File: config.mk
export PLATFORM = sky130hd
export DESIGN_NAME = note_sequencer_mc
export DESIGN_NICKNAME = d
export VERILOG_FILES = /design/src/rtl/note_sequencer_mc.sv
export SDC_FILE = /design/constraint.sdc
export NUM_CORES = 1
export LEC_CHECK = 0
export CAP_MARGIN = 25
export CORE_MARGIN = 3
export CORE_UTILIZATION = 40
export CTS_BUF_LIST = sky130_fd_sc_hd__clkbuf_16
export DETAILED_ROUTE_END_ITERATION = 16
export HOLD_SLACK_MARGIN = 0.06
export PLACE_DENSITY_LB_ADDON = 0.15
export SLEW_MARGIN = 20
export SYNTH_ARGS = -nofsm -noshare
export SYNTH_HDL_FRONTEND = slang
export SYNTH_SLANG_ARGS = --single-unit
File: constraint.sdc
create_clock -name i_clk -period 2.27 [get_ports i_clk]
set_input_delay 0.3405 -clock i_clk [delete_from_list [all_inputs] [get_ports i_clk]]
set_output_delay 0.3405 -clock i_clk [all_outputs]
set_load 0.05 [all_outputs]
File: src/rtl/note_sequencer_mc.sv
// note_sequencer_mc: CHANNELS independent pattern walkers sharing one synchronous
// pattern-ROM port through a round-robin arbiter. Fetch pipeline: grant -> ROM -> capture.
// Build option: define NOTE_SEQ_OVERRUN_EN to synthesise the sticky per-channel
// strobe-overrun flags; otherwise o_overrun is tied low.
module note_sequencer_mc #(
    parameter int unsigned CHANNELS   = 3,
    parameter int unsigned ADDR_WIDTH = 5,
    parameter int unsigned DATA_WIDTH = 16,
    localparam int unsigned CH_WIDTH  = (CHANNELS > 1) ? $clog2(CHANNELS) : 1
) (
    input  logic                           i_clk,
    input  logic                           i_rst_n,
    input  logic [CHANNELS-1:0]            i_note_stb,
    input  logic [ADDR_WIDTH-1:0]          i_new_addr,
    input  logic [ADDR_WIDTH-1:0]          i_new_pattern_len,
    input  logic                           i_new_loop,
    input  logic [CH_WIDTH-1:0]            i_new_ch,
    input  logic                           i_new_addr_valid,
    output logic [ADDR_WIDTH-1:0]          o_rom_addr,
    input  logic [DATA_WIDTH-1:0]          i_rom_data,
    output logic [CHANNELS*DATA_WIDTH-1:0] o_note_data,
    output logic [CHANNELS-1:0]            o_new_note_valid,
    output logic [CHANNELS-1:0]            o_done,
    output logic [CHANNELS-1:0]            o_overrun
);

    // Per-channel pattern state
    logic [ADDR_WIDTH-1:0] base_q [CHANNELS];
    logic [ADDR_WIDTH-1:0] base_d [CHANNELS];
    logic [ADDR_WIDTH-1:0] len_q  [CHANNELS];
    logic [ADDR_WIDTH-1:0] len_d  [CHANNELS];
    logic [ADDR_WIDTH-1:0] idx_q  [CHANNELS];
    logic [ADDR_WIDTH-1:0] idx_d  [CHANNELS];
    logic [CHANNELS-1:0]   loop_q, loop_d;
    logic [CHANNELS-1:0]   pend_q, pend_d;
    logic [CHANNELS-1:0]   exh_q, exh_d;    // last one-shot entry already issued
    logic [CHANNELS-1:0]   done_q, done_d;

    // Arbiter and fetch pipeline
    logic [CH_WIDTH-1:0]   last_gnt_q, last_gnt_d;
    logic                  s1_vld_q, s1_vld_d;
    logic [CH_WIDTH-1:0]   s1_ch_q, s1_ch_d;
    logic                  s1_last_q, s1_last_d;
    logic                  s2_vld_q, s2_vld_d;
    logic [CH_WIDTH-1:0]   s2_ch_q, s2_ch_d;
    logic                  s2_last_q, s2_last_d;

    // Registered outputs
    logic [ADDR_WIDTH-1:0]          rom_addr_q, rom_addr_d;
    logic [CHANNELS*DATA_WIDTH-1:0] note_data_q, note_data_d;
    logic [CHANNELS-1:0]            valid_q, valid_d;

    // Combinational decode
    logic [CHANNELS-1:0] load_c, req_c, s1_hit_c, s2_hit_c, is_last_c;
    logic                gnt_vld_c;
    logic [CH_WIDTH-1:0] gnt_ch_c;

`ifdef NOTE_SEQ_OVERRUN_EN
    logic [CHANNELS-1:0] ovr_q, ovr_d;
    assign o_overrun = ovr_q;
`else
    assign o_overrun = '0;
`endif

    assign o_rom_addr       = rom_addr_q;
    assign o_note_data      = note_data_q;
    assign o_new_note_valid = valid_q;
    assign o_done           = done_q;

    // Decode load target, in-flight ownership and end-of-pattern per channel
    always_comb begin
        load_c    = '0;
        s1_hit_c  = '0;
        s2_hit_c  = '0;
        is_last_c = '0;
        for (int c = 0; c < int'(CHANNELS); c++) begin
            load_c[c]    = i_new_addr_valid && (i_new_ch == CH_WIDTH'(c));
            s1_hit_c[c]  = s1_vld_q && (s1_ch_q == CH_WIDTH'(c));
            s2_hit_c[c]  = s2_vld_q && (s2_ch_q == CH_WIDTH'(c));
            is_last_c[c] = (({1'b0, idx_q[c]} + (ADDR_WIDTH+1)'(1)) == {1'b0, len_q[c]});
        end
        // A channel being reloaded this cycle must not be granted its stale request
        req_c = pend_q & ~load_c;
    end

    // Round-robin arbiter: first requester after the last granted channel
    always_comb begin
        gnt_vld_c = 1'b0;
        gnt_ch_c  = '0;
        for (int off = 1; off <= int'(CHANNELS); off++) begin
            for (int c = 0; c < int'(CHANNELS); c++) begin
                if (!gnt_vld_c && req_c[c] &&
                    (c == ((int'(last_gnt_q) + off) % int'(CHANNELS)))) begin
                    gnt_vld_c = 1'b1;
                    gnt_ch_c  = CH_WIDTH'(c);
                end
            end
        end
    end

    // Next-state: grant/advance, capture, load (overrides), then strobe
    always_comb begin
        base_d      = base_q;
        len_d       = len_q;
        idx_d       = idx_q;
        loop_d      = loop_q;
        pend_d      = pend_q;
        exh_d       = exh_q;
        done_d      = done_q;
        rom_addr_d  = rom_addr_q;
        note_data_d = note_data_q;
        valid_d     = '0;
        last_gnt_d  = gnt_vld_c ? gnt_ch_c : last_gnt_q;
        s1_vld_d    = gnt_vld_c;
        s1_ch_d     = gnt_ch_c;
        s1_last_d   = 1'b0;
        s2_vld_d    = |(s1_hit_c & ~load_c);
        s2_ch_d     = s1_ch_q;
        s2_last_d   = s1_last_q;
`ifdef NOTE_SEQ_OVERRUN_EN
        ovr_d       = ovr_q;
`endif
        for (int c = 0; c < int'(CHANNELS); c++) begin
            if (gnt_vld_c && (gnt_ch_c == CH_WIDTH'(c))) begin
                pend_d[c]  = 1'b0;
                rom_addr_d = ADDR_WIDTH'(base_q[c] + idx_q[c]);
                if (is_last_c[c]) begin
                    if (loop_q[c]) begin
                        idx_d[c] = '0;
                    end else begin
                        exh_d[c]  = 1'b1;
                        s1_last_d = 1'b1;
                    end
                end else begin
                    idx_d[c] = idx_q[c] + ADDR_WIDTH'(1);
                end
            end

            if (s2_hit_c[c] && !load_c[c]) begin
                note_data_d[c*DATA_WIDTH +: DATA_WIDTH] = i_rom_data;
                valid_d[c] = 1'b1;
                if (s2_last_q) begin
                    done_d[c] = 1'b1;
                end
            end

            if (load_c[c]) begin
                base_d[c] = i_new_addr;
                len_d[c]  = i_new_pattern_len;
                loop_d[c] = i_new_loop;
                idx_d[c]  = '0;
                pend_d[c] = 1'b0;
                exh_d[c]  = 1'b0;
                done_d[c] = 1'b0;
`ifdef NOTE_SEQ_OVERRUN_EN
                ovr_d[c]  = 1'b0;
`endif
                if (i_note_stb[c] && (i_new_pattern_len != '0)) begin
                    pend_d[c] = 1'b1;
                end
            end else if (i_note_stb[c] && (len_q[c] != '0) && !done_q[c] && !exh_q[c]) begin
                // A strobe while still pending merges into the outstanding request
                if (!pend_q[c]) begin
                    pend_d[c] = 1'b1;
                end
`ifdef NOTE_SEQ_OVERRUN_EN
                if (pend_q[c] || s1_hit_c[c] || s2_hit_c[c]) begin
                    ovr_d[c] = 1'b1;
                end
`endif
            end
        end
    end

    // State registers with synchronous active-low reset
    always_ff @(posedge i_clk) begin
        if (!i_rst_n) begin
            for (int c = 0; c < int'(CHANNELS); c++) begin
                base_q[c] <= '0;
                len_q[c]  <= '0;
                idx_q[c]  <= '0;
            end
            loop_q      <= '0;
            pend_q      <= '0;
            exh_q       <= '0;
            done_q      <= '0;
            last_gnt_q  <= CH_WIDTH'(CHANNELS - 1);
            s1_vld_q    <= 1'b0;
            s1_ch_q     <= '0;
            s1_last_q   <= 1'b0;
            s2_vld_q    <= 1'b0;
            s2_ch_q     <= '0;
            s2_last_q   <= 1'b0;
            rom_addr_q  <= '0;
            note_data_q <= '0;
            valid_q     <= '0;
`ifdef NOTE_SEQ_OVERRUN_EN
            ovr_q       <= '0;
`endif
        end else begin
            base_q      <= base_d;
            len_q       <= len_d;
            idx_q       <= idx_d;
            loop_q      <= loop_d;
            pend_q      <= pend_d;
            exh_q       <= exh_d;
            done_q      <= done_d;
            last_gnt_q  <= last_gnt_d;
            s1_vld_q    <= s1_vld_d;
            s1_ch_q     <= s1_ch_d;
            s1_last_q   <= s1_last_d;
            s2_vld_q    <= s2_vld_d;
            s2_ch_q     <= s2_ch_d;
            s2_last_q   <= s2_last_d;
            rom_addr_q  <= rom_addr_d;
            note_data_q <= note_data_d;
            valid_q     <= valid_d;
`ifdef NOTE_SEQ_OVERRUN_EN
            ovr_q       <= ovr_d;
`endif
        end
    end

endmodule

==> qor.yml <==
status:
  status: "complete, no violations"
final_layout:
  fin_area_mm2: 0.00758
  final_nets: 856
  antenna_cells: 0
  drive_gt1_share_pct: 11.3
  finalNonFillerCells: 990
  area_growth_pct: 35.5
  fillers: 1244
  final_core_util_pct: 56.4
worst_setup_path:
  cp.required_ns: 2.56
  max_stage_delay_ns: 0.54
  cp_max_fo: 10
  worst_setup_path_start_kind: "input pin"
  arrival_ns: 2.43
  worstSetupEndpointType: "register"
  slowest_stage: "or3b_1"
  crit_chain: "clkdlybuf4s50_1 > or3b_1 > nand2_8 > a32o_2 > nand3_2 > mux2i_1 > a21oi_1"
  critical_path_class: "input pin to register"
clock_network:
  cts_tree: "built"
  htree_levels: 4
  clk_path_buf_depth: 2
  postCtsHoldBufs: 0
  cts_root_buf: "clkbuf_16"
  clock_sinks: 123
  clk_latency_ns: 0.42
  cts_buffers: 17
  cts_setup_buffers: 0
  ctsResizeCount: 0
  clk_pin_slew_worst_paths_ns: 0.06
routing:
  drc: 0
  routed_wl_um: 15500
  vias: 5174
  antenna_left: 0
  drt_iter0_markers: 370
  drtPass1Iterations: 5
  wire_per_inst_um: 15.6
  routed_via_density: 5.23
timing:
  setup_viol: 0
  hold_viol: 0
  setup-tns-final_ns: 0
  slew_headroom_pct: 48.9
  max_freq_mhz: 468
  finalCriticalPeriod_ns: 2.14
  fin_skew_ns: 0.00904
  tightest_slew_ns: 0.763
  setup_slack_ns: 0.132
  rsz0062_at_grt: "false"
  drv_slew: 0
  hold_ws_ns: 0.434
  timing.final.crit_share_pct: 94.2
synthesis:
  yosysTopAreaCell: "dfxtp_1"
  ys_ff_latch: 123
  async_flop_share_pct: 0
  synth_seq_area_share_pct: 44.0
  synth_area_mm2: 0.00560
  synth_flop_cell: "dfxtp_1"
  synth_top_area_share_pct: 44.0
  ys_warn_count: 0
  yosys-top-cells-area: "dfxtp_1 44%, nand2_1 12%, a21oi_1 9.2%"
  synthCells: 680
  ys_types: 69
  synth.avg_cell_area_um2: 8.23
  synth_edf_count: 0
grt:
  overflow: 0
  grt_max_degree: 72
  grt_usage_pct: 20.2
  antenna_found_initial: 0
  grt_pass1_wl_um: 25200
  grt_pass1_vias: 4947
power_and_ir_drop:
  ir_drop_uv: 705
  p_leak_nw: 2.92
  p_total_mw: 5.87
  powerDensity_mw_per_mm2: 774
floorplanning:
  fp.dieW_um: 124
  design.core.area_mm2: 0.0135
  rows: 42
  ioPinCount: 97
  fp.dieArea_mm2: 0.0154
  die_h_um: 124
  initial_core_util_pct: 41.6
place:
  place_hpwl_um: 11700
  port_buffers: 93
  preCtsSetupSlack_ns: -0.283
  dpl_cell_area_mm2: 0.00695
  gp_congestion: 0.899
  dp.cells: 958
flow_run:
  drv_cap: 0
hold_path:
  hold_class: "register to register"
==> worst max-delay path: cells and delay by family <==
| kind | cells | cell delay, ns |
|---|---|---|
| buf+inv | 1 | 0.47 |
| compound gates | 2 | 0.32 |
| simple gates | 3 | 0.96 |
| mux | 1 | 0.34 |
==> layer usage <==
layer  vias to the layer above  part of all wire (%)  global-route usage (%)
li1                       2547                     -                       -
met2                       176                    46                    32.5
met5                         -                     0                       0
met3                        22                   5.9                    6.00
met1                      2429                    45                    25.5
met4                         0                   2.2                    7.67
==> registers in the layout, summed over array words and instances (netlist names) <==
signal	count
base_q	15
exh_q	3
idx_q	15
last_gnt_q	2
len_q	15
loop_q	3
o_done	3
o_new_note_valid	3
o_note_data	48
o_rom_addr	5
pend_q	3
s1_ch_q	2
s1_last_q	1
s1_vld_q	1
s2_ch_q	2
s2_last_q	1
s2_vld_q	1
==> placed cells by master, fill, tap and decap left out, types with 3 or more instances in the layout <==
cell,n
inv_1,17
a21o_1,6
clkinvlp_4,3
mux2_2,3
xor2_1,11
nand3_1,14
fa_1,3
nand2_1,183
nor2b_1,3
nand3b_1,5
dfxtp_1,123
clkdlybuf4s50_1,93
buf_4,41
a21oi_1,103
o21ai_0,6
conb_1,3
buf_12,3
a22o_1,6
xnor2_1,18
ha_1,17
nor3_1,9
o221ai_1,3
clkbuf_16,17
nor3b_1,3
nor2_1,30
or4_1,3
nand2b_1,6
and2_1,9
nand4_1,3
o211ai_1,4
o21a_1,3
mux2i_1,5
bufinv_16,5
clkinv_1,4
o21ai_1,3
==> where the power goes <==
group          switching [mW]  internal (mW)  leakage [nW]
registers              0.0504           2.22         0.995
clock network           0.967           1.92         0.300
logic                   0.408          0.298          1.62
total                    1.43           4.45          2.92
==> cell type report <==
cell class	count	area [um^2]	share of cell area (%)
clock buffers	17	425	5.61
clock inverters	15	205	2.71
inverters	17	63.8	0.842
multi-input cells	505	2910	38.3
flip-flops and latches	123	2460	32.5
well taps	176	220	2.90
repair buffers	137	1300	17.1
==> path summary, 6_finish.rpt <==
check | from | endpoint | slack, ns | cells past startpoint
worst max-delay path | i_new_addr_valid | o_rom_addr[4]$_SDFFE_PN0P_ | 0.13 | 7
worst min-delay path | s1_vld_q$_SDFF_PN0_ | s2_vld_q$_SDFF_PN0_ | 0.43 | 2
worst max register to register | idx_q[0]$_SDFFE_PP0P_ | s1_last_q$_SDFF_PN0_ | 0.18 | 8
worst min register to register | s1_vld_q$_SDFF_PN0_ | s2_vld_q$_SDFF_PN0_ | 0.43 | 2
==> Yosys cell counts (4+ instances only) <==
master,instances
and2_1,9
o21ai_0,6
a21o_1,6
xnor2_1,18
nor2_1,30
a21oi_1,103
dfxtp_1,123
buf_4,5
inv_1,16
xor2_1,11
nor2b_1,4
nand3b_1,5
clkbuf_1,22
nor3_1,10
a22o_1,6
o211ai_1,4
mux2i_1,5
buf_1,4
nand2_1,183
nand2b_1,6
nand3_1,14
ha_1,17
==> cell families (layout without fill, tap and decap cells) <==
group | after synthesis | count (layout) | synth area share, %
and+or+nand+nor | 283 | 283 | 22.4
other | 1 | 3 | 0.0670
xor gates and xnor gates | 30 | 30 | 4.96
AOI/OAI and AO/OA | 160 | 160 | 17.6
adders and majority gates | 20 | 20 | 4.87
DFF | 123 | 123 | 44.0
buffers and inverters | 54 | 186 | 4.32
muxes | 9 | 9 | 1.77
(Power assumes the default switching activity.)
